## config.mk

```make
export PLATFORM = sky130hd
export DESIGN_NAME = io_responder
export DESIGN_NICKNAME = d
export VERILOG_FILES = /design/src/rtl/io_responder_pkg.sv /design/src/rtl/io_responder_tx_fifo.sv /design/src/rtl/io_responder.sv
export SDC_FILE = /design/constraint.sdc
export NUM_CORES = 1
export LEC_CHECK = 0
export CORE_UTILIZATION = 38
export DETAILED_ROUTE_END_ITERATION = 8
export GPL_ROUTABILITY_DRIVEN = 0
export PLACE_DENSITY_LB_ADDON = 0.25
export RECOVER_POWER = 50
export SLEW_MARGIN = 15
export SYNTH_ARGS = -nofsm -noshare
export SYNTH_HDL_FRONTEND = slang
export SYNTH_SLANG_ARGS = --single-unit
```

## constraint.sdc

```tcl
create_clock -name clk_in -period 8.2 [get_ports clk_in]
set_clock_uncertainty 0.05 [all_clocks]
set_input_delay 2.46 -clock clk_in [delete_from_list [all_inputs] [get_ports clk_in]]
set_output_delay 2.46 -clock clk_in [all_outputs]
set_load 0.1 [all_outputs]
```

## src/rtl/io_responder_pkg.sv

```systemverilog
// io_responder_pkg
// Shared definitions for the CPU I/O responder: register select codes,
// status bit positions, the I/O region address tag and a helper that packs
// the status byte.
package io_responder_pkg;

  // Value of the two address bits just above the RAM range that mark an I/O access.
  localparam logic [1:0] IO_REGION_TAG = 2'b11;

  // Register selects (a[2:0]).
  localparam logic [2:0] IO_SEL_DATA   = 3'd0;
  localparam logic [2:0] IO_SEL_STATUS = 3'd1;
  localparam logic [2:0] IO_SEL_HALT   = 3'd3;
  localparam logic [2:0] IO_SEL_CNT0   = 3'd4;
  localparam logic [2:0] IO_SEL_CNT1   = 3'd5;
  localparam logic [2:0] IO_SEL_CNT2   = 3'd6;
  localparam logic [2:0] IO_SEL_CNT3   = 3'd7;

  // Status byte bit positions.
  localparam int STAT_TX_FULL  = 0;
  localparam int STAT_RX_FULL  = 1;
  localparam int STAT_OVERFLOW = 2;

  function automatic logic [7:0] status_byte(input logic tx_full, input logic rx_full,
                                             input logic overflow);
    logic [7:0] s;
    s                = 8'h00;
    s[STAT_TX_FULL]  = tx_full;
    s[STAT_RX_FULL]  = rx_full;
    s[STAT_OVERFLOW] = overflow;
    return s;
  endfunction

endpackage

```

## src/rtl/io_responder_tx_fifo.sv

```systemverilog
// io_tx_fifo
// Parameterised synchronous circular-buffer FIFO with simultaneous push/pop.
// A pop on an empty FIFO is ignored; a push on a full FIFO is accepted only
// when a pop frees a slot in the same cycle.
// Ports:
//   clk_i, rst_n_i   clock, synchronous active-low reset
//   push_i, data_i   write strobe and data
//   pop_i            read strobe (head advances)
//   data_o           head entry (combinational from storage)
//   full_o, empty_o  occupancy flags
//   count_o          number of stored entries (0 .. 2^DEPTH_LOG2)
module io_tx_fifo #(
  parameter int WIDTH      = 8,
  parameter int DEPTH_LOG2 = 4
) (
  input  logic                  clk_i,
  input  logic                  rst_n_i,
  input  logic                  push_i,
  input  logic [WIDTH-1:0]      data_i,
  input  logic                  pop_i,
  output logic [WIDTH-1:0]      data_o,
  output logic                  full_o,
  output logic                  empty_o,
  output logic [DEPTH_LOG2:0]   count_o
);

  localparam int DEPTH = 1 << DEPTH_LOG2;
  localparam logic [DEPTH_LOG2:0] DEPTH_CNT = (DEPTH_LOG2 + 1)'(DEPTH);

  logic [WIDTH-1:0]      mem_q [DEPTH];
  logic [DEPTH_LOG2-1:0] wr_ptr_q, wr_ptr_d;
  logic [DEPTH_LOG2-1:0] rd_ptr_q, rd_ptr_d;
  logic [DEPTH_LOG2:0]   count_q,  count_d;
  logic                  do_push, do_pop;

  assign empty_o = (count_q == '0);
  assign full_o  = (count_q == DEPTH_CNT);
  assign count_o = count_q;
  assign data_o  = mem_q[rd_ptr_q];

  assign do_pop  = pop_i && !empty_o;
  assign do_push = push_i && (!full_o || do_pop);

  // NOTE: every variable assigned in a combinational block gets a default
  // first, otherwise a path that skips it infers a latch.
  always_comb begin
    wr_ptr_d = wr_ptr_q;
    rd_ptr_d = rd_ptr_q;
    count_d  = count_q;
    if (do_push) wr_ptr_d = wr_ptr_q + DEPTH_LOG2'(1);
    if (do_pop)  rd_ptr_d = rd_ptr_q + DEPTH_LOG2'(1);
    case ({do_push, do_pop})
      2'b10:   count_d = count_q + (DEPTH_LOG2 + 1)'(1);
      2'b01:   count_d = count_q - (DEPTH_LOG2 + 1)'(1);
      default: count_d = count_q;
    endcase
  end

  // NOTE: storage is cleared on reset (not just the pointers) so the head
  // output reads zero after reset instead of stale or unknown data.
  // Sequential state uses non-blocking assignments throughout.
  always_ff @(posedge clk_i) begin
    if (!rst_n_i) begin
      for (int i = 0; i < DEPTH; i++) mem_q[i] <= '0;
      wr_ptr_q <= '0;
      rd_ptr_q <= '0;
      count_q  <= '0;
    end else begin
      if (do_push) mem_q[wr_ptr_q] <= data_i;
      wr_ptr_q <= wr_ptr_d;
      rd_ptr_q <= rd_ptr_d;
      count_q  <= count_d;
    end
  end

endmodule

```

## src/rtl/io_responder.sv

```systemverilog
// io_responder
// Responder for the I/O region of the CPU byte-wide memory bus. Sits beside
// the synchronous RAM; read data is registered so read timing matches RAM.
//   sel 0  W: push TX FIFO        R: pop RX holding register (0 if empty)
//   sel 1  R: status {5'b0, overflow, rx_full, tx_full}
//   sel 3  W: halt with exit code (first write only)
//   sel 4  R: snapshot cycle counter, return bits [7:0]
//   sel 5-7 R: snapshot bits [15:8], [23:16], [31:24]
// Ports:
//   clk_in, rst_n_in       clock, synchronous active-low reset
//   rdy_in                 bus enable; low ignores accesses and freezes counter
//   a_in, wr_in, d_in      bus address, write strobe, write data
//   d_out                  registered read data
//   tx_data_out/valid_out/ready_in   byte output stream (head of TX FIFO)
//   rx_data_in/valid_in/ready_out    byte input stream (RX holding register)
//   halt_out, halt_code_out          sticky program-end flag and exit code
module io_responder
  import io_responder_pkg::*;
#(
  parameter int ADDR_WIDTH      = 17,
  parameter int FIFO_DEPTH_LOG2 = 4
) (
  input  logic        clk_in,
  input  logic        rst_n_in,
  input  logic        rdy_in,
  input  logic [31:0] a_in,
  input  logic        wr_in,
  input  logic [7:0]  d_in,
  output logic [7:0]  d_out,
  output logic [7:0]  tx_data_out,
  output logic        tx_valid_out,
  input  logic        tx_ready_in,
  input  logic [7:0]  rx_data_in,
  input  logic        rx_valid_in,
  output logic        rx_ready_out,
  output logic        halt_out,
  output logic [7:0]  halt_code_out
);

  logic       acc, rd_acc, wr_acc;
  logic [2:0] sel;
  logic       unused_addr;

  logic                     tx_push, tx_pop, tx_full, tx_empty;
  logic [FIFO_DEPTH_LOG2:0] tx_count;

  logic [7:0]  d_out_q,     d_out_d;
  logic [7:0]  rx_data_q,   rx_data_d;
  logic        rx_full_q,   rx_full_d;
  logic        overflow_q,  overflow_d;
  logic        halt_q,      halt_d;
  logic [7:0]  halt_code_q, halt_code_d;
  logic [31:0] cnt_q,       cnt_d;
  logic [31:0] snap_q,      snap_d;

  assign acc    = rdy_in && (a_in[ADDR_WIDTH:ADDR_WIDTH-1] == IO_REGION_TAG);
  assign sel    = a_in[2:0];
  assign rd_acc = acc && !wr_in;
  assign wr_acc = acc && wr_in;

  // Address bits outside the region tag and the select field are don't-care.
  assign unused_addr = ^{a_in[31:ADDR_WIDTH+1], a_in[ADDR_WIDTH-2:3]};

  assign tx_push = wr_acc && (sel == IO_SEL_DATA);
  assign tx_pop  = tx_ready_in && !tx_empty;

  io_tx_fifo #(
    .WIDTH      (8),
    .DEPTH_LOG2 (FIFO_DEPTH_LOG2)
  ) u_tx_fifo (
    .clk_i   (clk_in),
    .rst_n_i (rst_n_in),
    .push_i  (tx_push),
    .data_i  (d_in),
    .pop_i   (tx_pop),
    .data_o  (tx_data_out),
    .full_o  (tx_full),
    .empty_o (tx_empty),
    .count_o (tx_count)
  );

  always_comb begin
    d_out_d     = d_out_q;
    rx_data_d   = rx_data_q;
    rx_full_d   = rx_full_q;
    overflow_d  = overflow_q;
    halt_d      = halt_q;
    halt_code_d = halt_code_q;
    cnt_d       = cnt_q;
    snap_d      = snap_q;

    if (rdy_in) cnt_d = cnt_q + 32'd1;

    if (rd_acc) begin
      case (sel)
        IO_SEL_DATA: begin
          d_out_d   = rx_full_q ? rx_data_q : 8'h00;
          rx_full_d = 1'b0;
        end
        IO_SEL_STATUS: d_out_d = status_byte(tx_full, rx_full_q, overflow_q);
        IO_SEL_CNT0: begin
          d_out_d = cnt_q[7:0];
          snap_d  = cnt_q;
        end
        IO_SEL_CNT1: d_out_d = snap_q[15:8];
        IO_SEL_CNT2: d_out_d = snap_q[23:16];
        IO_SEL_CNT3: d_out_d = snap_q[31:24];
        default:     d_out_d = 8'h00;
      endcase
    end

    if (wr_acc && (sel == IO_SEL_HALT) && !halt_q) begin
      halt_d      = 1'b1;
      halt_code_d = d_in;
    end

    // A full FIFO still accepts a push when the sink pops in the same cycle.
    if (tx_push && tx_full && !tx_pop) overflow_d = 1'b1;

    // Load comes after the read-clear: a same-cycle read sees the old
    // contents while the new byte is retained.
    if (rx_valid_in && !rx_full_q) begin
      rx_full_d = 1'b1;
      rx_data_d = rx_data_in;
    end
  end

  always_ff @(posedge clk_in) begin
    if (!rst_n_in) begin
      d_out_q     <= 8'h00;
      rx_data_q   <= 8'h00;
      rx_full_q   <= 1'b0;
      overflow_q  <= 1'b0;
      halt_q      <= 1'b0;
      halt_code_q <= 8'h00;
      cnt_q       <= 32'h0;
      snap_q      <= 32'h0;
    end else begin
      d_out_q     <= d_out_d;
      rx_data_q   <= rx_data_d;
      rx_full_q   <= rx_full_d;
      overflow_q  <= overflow_d;
      halt_q      <= halt_d;
      halt_code_q <= halt_code_d;
      cnt_q       <= cnt_d;
      snap_q      <= snap_d;
    end
  end

  assign d_out         = d_out_q;
  assign rx_ready_out  = !rx_full_q;
  assign tx_valid_out  = (tx_count != '0);
  assign halt_out      = halt_q;
  assign halt_code_out = halt_code_q;

endmodule

```

# Yosys cells after proc, flatten, opt, wreduce, memory -nomap -nowiden
# Memories as Yosys holds them, arrays and structs flattened. A register that Yosys moved wholly into a read port is not among the register bits.
# Index checks and enable logic that the tools add are counted.
[word_totals]
regBits = 104
mem_bits_rw = 128
in_bits = 54
out_inout_bits = 27
word_cells = 70
memories = 1
[op_classes]
n_addsub = 5
eq_ne = 10
n_mux = 15
reduce_logical = 28
[memory_table]
columns = ["memory", "words", "width", "rd", "rd_ports_with_merged_regs", "write_ports", "line_no", "text"]
rows = [
  ["u_tx_fifo.mem_q", 16, 8, 1, 1, 16, "io_responder_tx_fifo.sv:30", "logic [WIDTH-1:0] mem_q [DEPTH];"],
]
[op_table]
columns = ["operator", "count"]
rows = [
  ["$pmux W8 S6", 1],
  ["$add A32 B1 Y32 const B", 1],
  ["$mux W8", 2],
  ["$eq A3 B3 Y1 const B", 4],
  ["$logic_and A1 B1 Y1", 12],
  ["$mux W4", 3],
  ["$pmux W5 S2", 1],
  ["$add A4 B1 Y4 const B", 2],
  ["$mux W1", 8],
  ["$reduce_or A8 Y1", 1],
  ["$logic_not A1 Y1", 6],
  ["$reduce_bool A2 Y1", 3],
  ["$add A5 B1 Y5 const B", 1],
  ["$eq A5 B5 Y1 const B", 1],
  ["$logic_not A5 Y1", 1],
  ["$reduce_bool A5 Y1", 1],
  ["$sub A5 B1 Y5 const B", 1],
  ["$eq A2 B2 Y1 const B", 2],
  ["$reduce_and A2 Y1", 2],
  ["$eq A3 B1 Y1 const B", 1],
  ["$eq A3 B2 Y1 const B", 1],
  ["$logic_not A3 Y1", 1],
  ["$eq A2 B1 Y1 const B", 1],
  ["$logic_or A1 B1 Y1", 1],
]

# Depth between registers and ports, before layout
# Gate-level depths: netlist of the first run.
[logic_depth]
ltp_word = 11
depth_mapped = 9
ltp_nobuf = 8

# Hierarchy
# A second synthesis of the first run with hierarchy kept.
[unflattened]
hier_cells = 941
hier_area_um2 = 10462.5
[modules_own_cells]
columns = ["module", "instances", "cells_each", "area_each_um2", "seq_area_each_um2"]
rows = [
  ["io_tx_fifo", 1, 517, 6683.9, 4184.0],
  ["io_responder", 1, 424, 3778.6, 1661.6],
]

# Least setup slack after synthesis of the first run
# OpenSTA, ideal clock, no wires.
[synth_timing]
kind = "input to register"
startpoint = "in a_in[2]"
endpoint = "reg u_tx_fifo.count_q[4] (netlist: u_tx_fifo.count_o[4])"
setup_time_ns = 0.122
arrival_ns = 4.424
t_required_ns = 8.028
slack_ns = 3.604
stages = 9
n_path_buf = 1
cell_sequence = "clkbuf_1 > nor3_2 > a221oi_1 > xor2_1 > ha_1 > or3_1 > a21oi_1 > a2bb2oi_1 > mux2i_1"
[synth_between]
elab_chain_cells = 5
word_cells_on_any_way = 7
cone_classes = "eq/ne (2); mux (1); reduce/logical (4)"
[synth_lines]
columns = ["element", "line_no", "text"]
rows = [
  ["start: declaration", "io_responder.sv:26", "input logic [31:0] a_in,"],
  ["$logic_not A3 Y1 *", "io_responder.sv:64", "assign tx_push = wr_acc && (sel == IO_SEL_DATA);"],
  ["$logic_and A1 B1 Y1 *", "io_responder.sv:64", ""],
  ["$logic_and A1 B1 Y1 *", "io_responder_tx_fifo.sv:42", "assign do_push = push_i && (!full_o || do_pop);"],
  ["$eq A2 B1 Y1 or $eq A2 B2 Y1 (tied branches)", "io_responder_tx_fifo.sv:52", "case ({do_push, do_pop})"],
  ["$pmux W5 S2 or $reduce_bool A2 Y1 (tied branches)", "--", ""],
  ["end signal: assignment", "io_responder_tx_fifo.sv:72", "count_q <= count_d;"],
  ["end: declaration", "io_responder_tx_fifo.sv:33", "logic [DEPTH_LOG2:0] count_q, count_d;"],
]
# Mark *: on every way between the ends. The rest lies on a longest branch, timed or not.
# A chain may end at the register's enable or synchronous reset.

==> results.toml, run 1 <==
[outcome]
status = "complete, but fails checks"
violations = "design-rule violations, max-capacitance violations, max-slew violations"

[synthesis]
ys.warnings.count = 0
ys.flop_type = "edfxtp_1"
yosysMostFrequentCell = "and2_1"
ys_ff_latch = 228
async_flop_share = 0
netlist_top_cells_count = "and2_1 (130), edfxtp_1 (128), dfxtp_1 (100)"
synth_cells = 829
syn_area_sq_um = 10260
yosysSeqAreaShare = 0.5695
synth_top_area_cell = "edfxtp_1"
synth_top_cells_by_area = "edfxtp_1 (37%), dfxtp_1 (20%), mux4_2 (10%)"
synth_fp_nets = 891
ys_types = 50
synth_edf_count = 128
yosysTopAreaCellShare = 0.3745
synth_area_per_cell_sq_um = 12.38

[critical_path]
r2r-start = "u_tx_fifo.count_o[1]"
ff2ff_path_depth = 4
cp_common_cell = "clkbuf_1"
crit_type = "in2reg"
worst_setup_path_end_kind = "flop"
cp_max_fo = 56
r2r_end = "u_tx_fifo.mem_q[1][5]"
r2r_slack_ns = 4.72
startpoint_type = "primary input"
path_cells = "dlygate4sd3_1 > clkbuf_1 > inv_1 > clkbuf_1 > nor2_1"
cp_slowest_cell = "clkbuf_1"
crit_required_ns = 8.45
max_stage_delay_ns = 1.89
arrival_ns = 6.85
cp_top_family = "buffers and inverters"
crit_buf_inv = 4

[clock_tree]
clk_pin_slew_ns = 0.06
ctsResizeCount = 0
clock_latency_ns = 0.53
htree_levels = 1
cts_buffer_depth = 3
cts.sinks = 228
cts-root-buf = "clkbuf_16"
cts_tree = "done"
cts_buffers = 26
postCtsHoldBufs = 0
post_cts_buffers = 0

[die]
rows = 59
dieArea_sq_um = 27670
fp.dieH_um = 166.3
ios = 81
die_w_um = 166.3
start_util = 0.3905
coreArea_sq_um = 26280

[pwr]
p_leak_nw = 4.365
p_int_mw = 2.216
p_per_area_nw_per_um2 = 260.1
power_switching_mw = 0.8931
power_frac_seq = 0.422
vdd_drop_max_v = 0.0002445
swShare = 0.2872
combPwrFrac = 0.191
clkPwrFrac = 0.387

[timing]
rsz0062_at_grt = "no"
period_share = 0.8050
slew_headroom = -0.7071
fmax_ghz = 0.1515
hold_viol = 0
finalCriticalPeriod_ns = 6.601
finalSetupTns_ns = 0
hold-worst-slack_ns = 0.4100
worstMarginPinSlew_ns = 2.561
setup-violations-final = 0
slew_violations = 57

[worst_hold_path]
min_to = "d_out[0]"
hold_start = "d_out[0]"
hold_depth = 2
hold_path.class = "reg2reg"

[grt]
antenna_found_initial = 3
grt_pass1_wl_um = 36510
grt_usage = 0.1704
top_usage_layer = "met2"
grt_overflow = 0
grt_max_degree = 57
grt_pass1_vias = 6365
gr-usage-met2 = 0.2875
use_met3 = 0.02264
met1_usage = 0.2237

[route]
ant_nets = 0
via_per_inst = 5.170
drt_wl_total_um = 23200
num_vias = 6343
drc = 5
dr.pass1.iters = 6
wire_per_inst_um = 18.91
drt-initial-drc-count = 376

[layout]
final_nets = 937
n_antenna_cell = 0
area_growth_pct = 16.46
stdcell_count = 1227
drive_above_1_share = 0.1143
nFillCells = 2381

[place]
dp_hpwl_um = 15270
io_buffers = 53
dp.cells = 1182

[job]
maxCapViolCount = 1
-- final cells by class --
cell class	instances	area, sq um	share of cell area
inverters	10	37.54	0.003140
multi-input cells	545	4160	0.3481
clock inverters	9	110.1	0.009212
clock buffers	36	792.0	0.06626
flip-flops and latches	228	5847	0.4892
well taps	335	419.2	0.03507
repair buffers	64	586.8	0.04909
-- power groups by stage --
| stage | clock network (mW) | logic [mW] | registers, mW |
|---|---|---|---|
| after floorplan | 0 | 0.485 | 1.29 |
| after global placement | 0 | 0.597 | 1.33 |
| after detailed placement | 0 | 0.602 | 1.34 |
| after CTS | 1.22 | 0.604 | 1.31 |
| after global routing | 1.26 | 0.627 | 1.32 |
| final | 1.20 | 0.594 | 1.31 |
-- per-stage QoR --
step	power (mW)	setup WS [ns]	utilization	cell area, sq um
2_1_floorplan	1.780	3.604	-	10260
3_3_place_gp	1.930	2.167	0.4229	11110
3_5_place_dp	1.938	2.131	0.4232	11120
4_1_cts	3.140	1.755	0.4575	12020
5_1_grt	3.214	1.115	0.4548	11950
6_report	3.109	1.599	0.4548	11950
-- cell families after synthesis --
logic type	share of synthesized area
compound gates	0.03426
fa+ha+maj	0.009753
buf+inv	0.02207
flops	0.5695
xor+xnor	0.02816
simple gates	0.1892
mux	0.1470
-- sequential cells by signal (all words and copies together), names as in the netlist, named ones only --
| signal | count |
|---|---|
| cnt_q | 32 |
| d_out | 8 |
| halt_code_out | 8 |
| halt_out | 1 |
| overflow_q | 1 |
| rx_data_q | 8 |
| rx_full_q | 1 |
| snap_q | 24 |
| u_tx_fifo.count_o | 5 |
| u_tx_fifo.mem_q | 128 |
| u_tx_fifo.rd_ptr_q | 4 |
| u_tx_fifo.wr_ptr_q | 4 |
-- how the worst max path moves through the flow --
stage               startpoint                     to  slack [ns]  depth (start not counted)
floorplan              a_in[2]   u_tx_fifo.count_o[4]        3.60                          9
global placement       a_in[0]  u_tx_fifo.mem_q[5][2]        2.17                          5
detailed placement     a_in[0]  u_tx_fifo.mem_q[5][2]        2.13                          5
CTS                       flop         tx_data_out[7]        1.76                          4
global route          rst_n_in  u_tx_fifo.rd_ptr_q[3]        1.11                          5
finish                rst_n_in                   flop        1.60                          5
-- layout by cell type, fill, tap and decap left out, drive strengths merged, types with 14 or more instances in the layout --
cell / count
nand4: 17
mux2i: 45
dlygate4sd3: 20
nor3: 16
and2: 130
nor2: 95
edfxtp: 128
nand3: 14
xor2: 21
clkbuf: 43
dfxtp: 100
mux4: 46
clkdlybuf4s50: 33
nand2: 35
nand2b: 22
-- routing by layer --
layer  vias up  wire (um)
li1       3082          -
met1      3105      10520
met2       107      11180
met3        45        743
met4         4        732
met5         -         25
-- worst reg2reg max path, delay by kind of cell, from the launching register on --
family             cells  cell delay [ns]
and+or+nand+nor        3             2.07
DFF                    1             0.52
AOI/OAI and AO/OA      1             0.50
Note: power is estimated with default switching activity, not from simulation.
==> run 2: changes to the inputs <==
==> constraint.sdc (replaced) <==
create_clock -name clk_in -period 6.23 [get_ports clk_in]
set_clock_uncertainty 0.05 [all_clocks]
set_input_delay 1.869 -clock clk_in [delete_from_list [all_inputs] [get_ports clk_in]]
set_output_delay 1.869 -clock clk_in [all_outputs]
set_load 0.1 [all_outputs]
==> results.toml, run 2 (synthesized netlist as in run 1, its figures left out) <==
[critical_path]
path_cells = "buf_12 > mux4_2 > mux4_2 > clkdlybuf4s50_1"
crit_type = "reg2out"
arrival_ns = 3.53
cp_common_cell = "mux4_2"
ff2ff_path_depth = 5
cp_top_family = "buffers and inverters"
path_depth = 4
startpoint_type = "flop"
crit_required_ns = 4.31
cp_slowest_cell = "clkdlybuf4s50_1"
crit_buf_inv = 2
max_stage_delay_ns = 0.98
worst_setup_path_end_kind = "output port"
cp_max_fo = 19

[place]
io_buffers = 53
dp.cells = 1196
dp_hpwl_um = 15810

[layout]
drive_above_1_share = 0.1090
regMostFlops = "u_tx_fifo.mem_q"
final_nets = 951
final_cell_mix = "edfxtp_1 (128), dfxtp_1 (99), nor2_1 (95), and2_1 (74), and2_0 (56)"
stdcell_count = 1243
post-route-util = 0.4545
area_growth_pct = 16.38
largest_register_ffs = 128
n_antenna_cell = 0
layout_commonest_cell = "edfxtp_1"
largest_registers = "u_tx_fifo.mem_q (128), cnt_q (32), snap_q (24)"

[die]
coreArea_sq_um = 26280
start_util = 0.3905
fp.dieH_um = 166.3
dieArea_sq_um = 27670
rows = 59
ios = 81
die_w_um = 166.3

[grt]
grt_overflow = 0
top_usage_layer = "met2"
use_met3 = 0.02431
gr-usage-met2 = 0.2875
grt_pass1_vias = 6300
grt_usage = 0.1727
grt_pass1_wl_um = 36910
met1_usage = 0.2354
antenna_found_initial = 1
grt_max_degree = 39

[timing]
hold-worst-slack_ns = 0.4312
setup-violations-final = 0
finalCriticalPeriod_ns = 5.449
worstMarginPinSlew_ns = 1.370
slew_violations = 0
hold_viol = 0
rsz0062_at_grt = "no"
finalSetupTns_ns = 0
fmax_ghz = 0.1835
period_share = 0.8746
slew_headroom = 0.08265

[route]
drt_wl_total_um = 23690
ant_nets = 0
dr.pass1.iters = 9
wire_per_inst_um = 19.06
via_per_inst = 5.171
drc = 3
num_vias = 6427
drt-initial-drc-count = 462

[clock_tree]
cts_tree = "done"
postCtsHoldBufs = 0
cts_buffer_depth = 3
clock_latency_ns = 0.52
ctsResizeCount = 0
htree_levels = 1
post_cts_buffers = 0
cts.sinks = 228
clk_pin_slew_ns = 0.06
cts-root-buf = "clkbuf_16"
cts_buffers = 26

[pwr]
p_per_area_nw_per_um2 = 330.3
vdd_drop_max_v = 0.0003168
p_leak_nw = 4.269

[outcome]
status = "complete, but fails checks"
violations = "design-rule violations"

[worst_hold_path]
hold_depth = 2
hold_path.class = "reg2reg"

[job]
maxCapViolCount = 0
run 2: cell types whose count changed in the layout (fill, tap and decap cells not counted), sizes merged:
cell	previous run	this run
clkbuf	43	64
buf	4	6
bufinv	2	0
clkinv	6	2
dlygate4sd3	20	3
inv	11	10
clkdlybuf4s50	33	50
run 2: final timing paths:
path	slack (ns)	to	from
worst min register to register	0.43	d_out[0]	d_out[0]
worst max-delay path	0.78	tx_data_out[3]	flop
worst min-delay path	0.43	d_out[0]	d_out[0]
worst max register to register	2.85	u_tx_fifo.mem_q[8][4]	u_tx_fifo.count_o[0]
run 2: power by group:
part | total [mW] | switching (mW) | internal [mW]
Clock | 1.43 | 0.586 | 0.845
Sequential | 1.72 | 0.0699 | 1.65
Combinational | 0.797 | 0.488 | 0.309
Total | 3.95 | 1.14 | 2.80
run 2: worst register-to-register path, cell delays in order (launching register included):
cell and delay [ns]:
dfxtp_1 0.38, or4_4 0.57, o211ai_1 1.09, nor3_1 0.15
clkbuf_1 0.29, nand2b_1 0.46
run 2: layout make-up:
type,count,area (sq um)
sequential,228,5847
multi-input combinational,545,4179
fill,2388,14340
timing repair buffer,78,659.4
clock buffer,45,782.0
clock inverter,2,21.27
inverter,10,37.54
tap,335,419.2
run 2: stage by stage:
step / setup WS [ns] / cell area (sq um) / total power, mW
after floorplan: 2.225 / 10260 / 2.342
after global placement: 1.247 / 11230 / 2.561
after detailed placement: 1.248 / 11240 / 2.566
after CTS: 0.6960 / 12040 / 4.000
after global routing: 0.6224 / 11950 / 4.103
final: 0.7815 / 11950 / 3.946
run 2: per-layer routing:
| metal | vias up | share of wire | routed length (um) |
|---|---|---|---|
| met4 | 2 | 0.024 | 573 |
| met5 | - | 0.00072 | 17 |
| met2 | 92 | 0.48 | 11450 |
| met1 | 3184 | 0.46 | 10870 |
| met3 | 35 | 0.033 | 785 |
| li1 | 3114 | - | - |
==> run 3: changes to the inputs <==
==> constraint.sdc (replaced) <==
create_clock -name clk_in -period 6.23 [get_ports clk_in]
set_clock_uncertainty 0.05 [all_clocks]
set_input_delay 1.869 -clock clk_in [delete_from_list [all_inputs] [get_ports clk_in]]
set_output_delay 1.869 -clock clk_in [all_outputs]
set_load 0.05 [all_outputs]
==> results.toml, run 3 (synthesized netlist as in run 1, its figures left out) <==
[layout]
area_growth_pct = 16.96
nFillCells = 2389
n_antenna_cell = 0
regMostFlops = "u_tx_fifo.mem_q"
layout_commonest_cell = "edfxtp_1"
final_cell_mix = "edfxtp_1 (128), dfxtp_1 (99), nor2_1 (95), and2_1 (81), and2_0 (49)"
post-route-util = 0.4568
drive_above_1_share = 0.1211
stdcell_count = 1243
final_nets = 951
fin_area_sq_um = 12000
largest_registers = "u_tx_fifo.mem_q (128), cnt_q (32), snap_q (24)"
layout.area.seq_sq_um = 5847
largest_register_ffs = 128
multi_input_area_sq_um = 4178

[grt]
grt_usage = 0.1728
grt_overflow = 0
grt_pass1_vias = 6323
grt_pass1_wl_um = 36960
grt_max_degree = 75
antenna_found_initial = 1

[route]
num_vias = 6353
ant_nets = 0
drt_wl_total_um = 23650
wire_per_inst_um = 19.03
drt-initial-drc-count = 449
dr.pass1.iters = 9
via_per_inst = 5.111
drc = 4

[die]
coreArea_sq_um = 26280
ios = 81
die_w_um = 166.3
fp.dieH_um = 166.3
start_util = 0.3905
dieArea_sq_um = 27670
rows = 59

[clock_tree]
htree_levels = 1
cts_buffers = 25
cts-root-buf = "clkbuf_16"
ctsResizeCount = 0
clock_latency_ns = 0.54
clk_pin_slew_ns = 0.06
postCtsHoldBufs = 0
cts_buffer_depth = 3
cts.sinks = 228
cts_tree = "done"
post_cts_buffers = 0

[timing]
slew_headroom = -0.05725
hold_viol = 0
period_share = 0.8757
rsz0062_at_grt = "no"
slew_violations = 105
fmax_ghz = 0.1833
layout_setup_ws_ns = 0.7742
worstMarginPinSlew_ns = 1.586
finalCriticalPeriod_ns = 5.456
setup-violations-final = 0
finalSetupTns_ns = 0

[critical_path]
r2r_end = "u_tx_fifo.mem_q[8][7]"
r2r_slack_ns = 2.85
cp_max_fo = 74
crit_required_ns = 6.62
startpoint_type = "primary input"
ff2ff_path_depth = 5
worst_setup_path_end_kind = "flop"
crit_type = "in2reg"
arrival_ns = 5.84
r2r-start = "u_tx_fifo.count_o[1]"

[worst_hold_path]
hold_path.class = "reg2reg"
min_to = "d_out[0]"
hold_start = "d_out[0]"
hold_depth = 2

[place]
io_buffers = 53
dp.cells = 1197
dp_slack_ns = 1.441
dp_hpwl_um = 15570
dpl_cell_area_sq_um = 11230

[pwr]
p_per_area_nw_per_um2 = 328.2
p_leak_nw = 4.365
vdd_drop_max_v = 0.0003056

[outcome]
violations = "design-rule violations, max-capacitance violations, max-slew violations"
status = "complete, but fails checks"

[job]
maxCapViolCount = 2
run 3: cell count changes in the layout (fill, tap and decap cells not counted), sizes merged:
cell / previous run / this run
clkdlybuf4s50: 50 / 41
clkbuf: 64 / 54
bufinv: 0 / 2
clkinv: 2 / 6
dlygate4sd3: 3 / 12
inv: 10 / 11
buf: 6 / 9
run 3: critical path, stage by stage:
cell           delay, ns
dlygate4sd3_1       0.63
clkbuf_1            1.18
inv_1               0.72
clkbuf_2            1.00
a21oi_1             0.38
run 3: layout make-up:
cell class	instances	area share
clock buffers	37	0.06254
clock inverters	9	0.009068
inverters	10	0.003127
multi-input cells	545	0.3480
flip-flops and latches	228	0.4871
well taps	335	0.03492
repair buffers	79	0.05524
run 3: worst max-delay path by stage:
stage / startpoint / to / slack, ns / depth (start not counted)
floorplan: a_in[2] / u_tx_fifo.count_o[4] / 2.22 / 9
global placement: rdy_in / u_tx_fifo.count_o[4] / 1.45 / 9
detailed placement: rdy_in / u_tx_fifo.count_o[4] / 1.44 / 9
CTS: flop / tx_data_out[6] / 0.91 / 4
global route: rst_n_in / d_out[0] / 0.51 / 5
finish: rst_n_in / cnt_q[29] / 0.77 / 5
run 3: power by group:
part	internal, mW	total, mW	switching, mW	leakage (nW)
Clock	0.918	1.53	0.612	0.429
Combinational	0.306	0.697	0.391	1.83
Sequential	1.65	1.71	0.0662	2.11
Total	2.87	3.94	1.07	4.36
run 3: stage by stage:
| step | total power [mW] | hold slack, ns |
|---|---|---|
| floorplan | 2.240 | 0.3896 |
| global placement | 2.454 | 0.4162 |
| detailed placement | 2.458 | 0.4247 |
| CTS | 3.995 | 0.4371 |
| global route | 4.094 | 0.4626 |
| finish | 3.940 | 0.4327 |
run 3: layer usage:
layer	wire, um	vias up	track usage
li1	-	3111	-
met1	10680	3101	0.2316
met2	11610	102	0.2922
met3	808	37	0.02479
met4	541	2	0.04871
met5	13	-	0
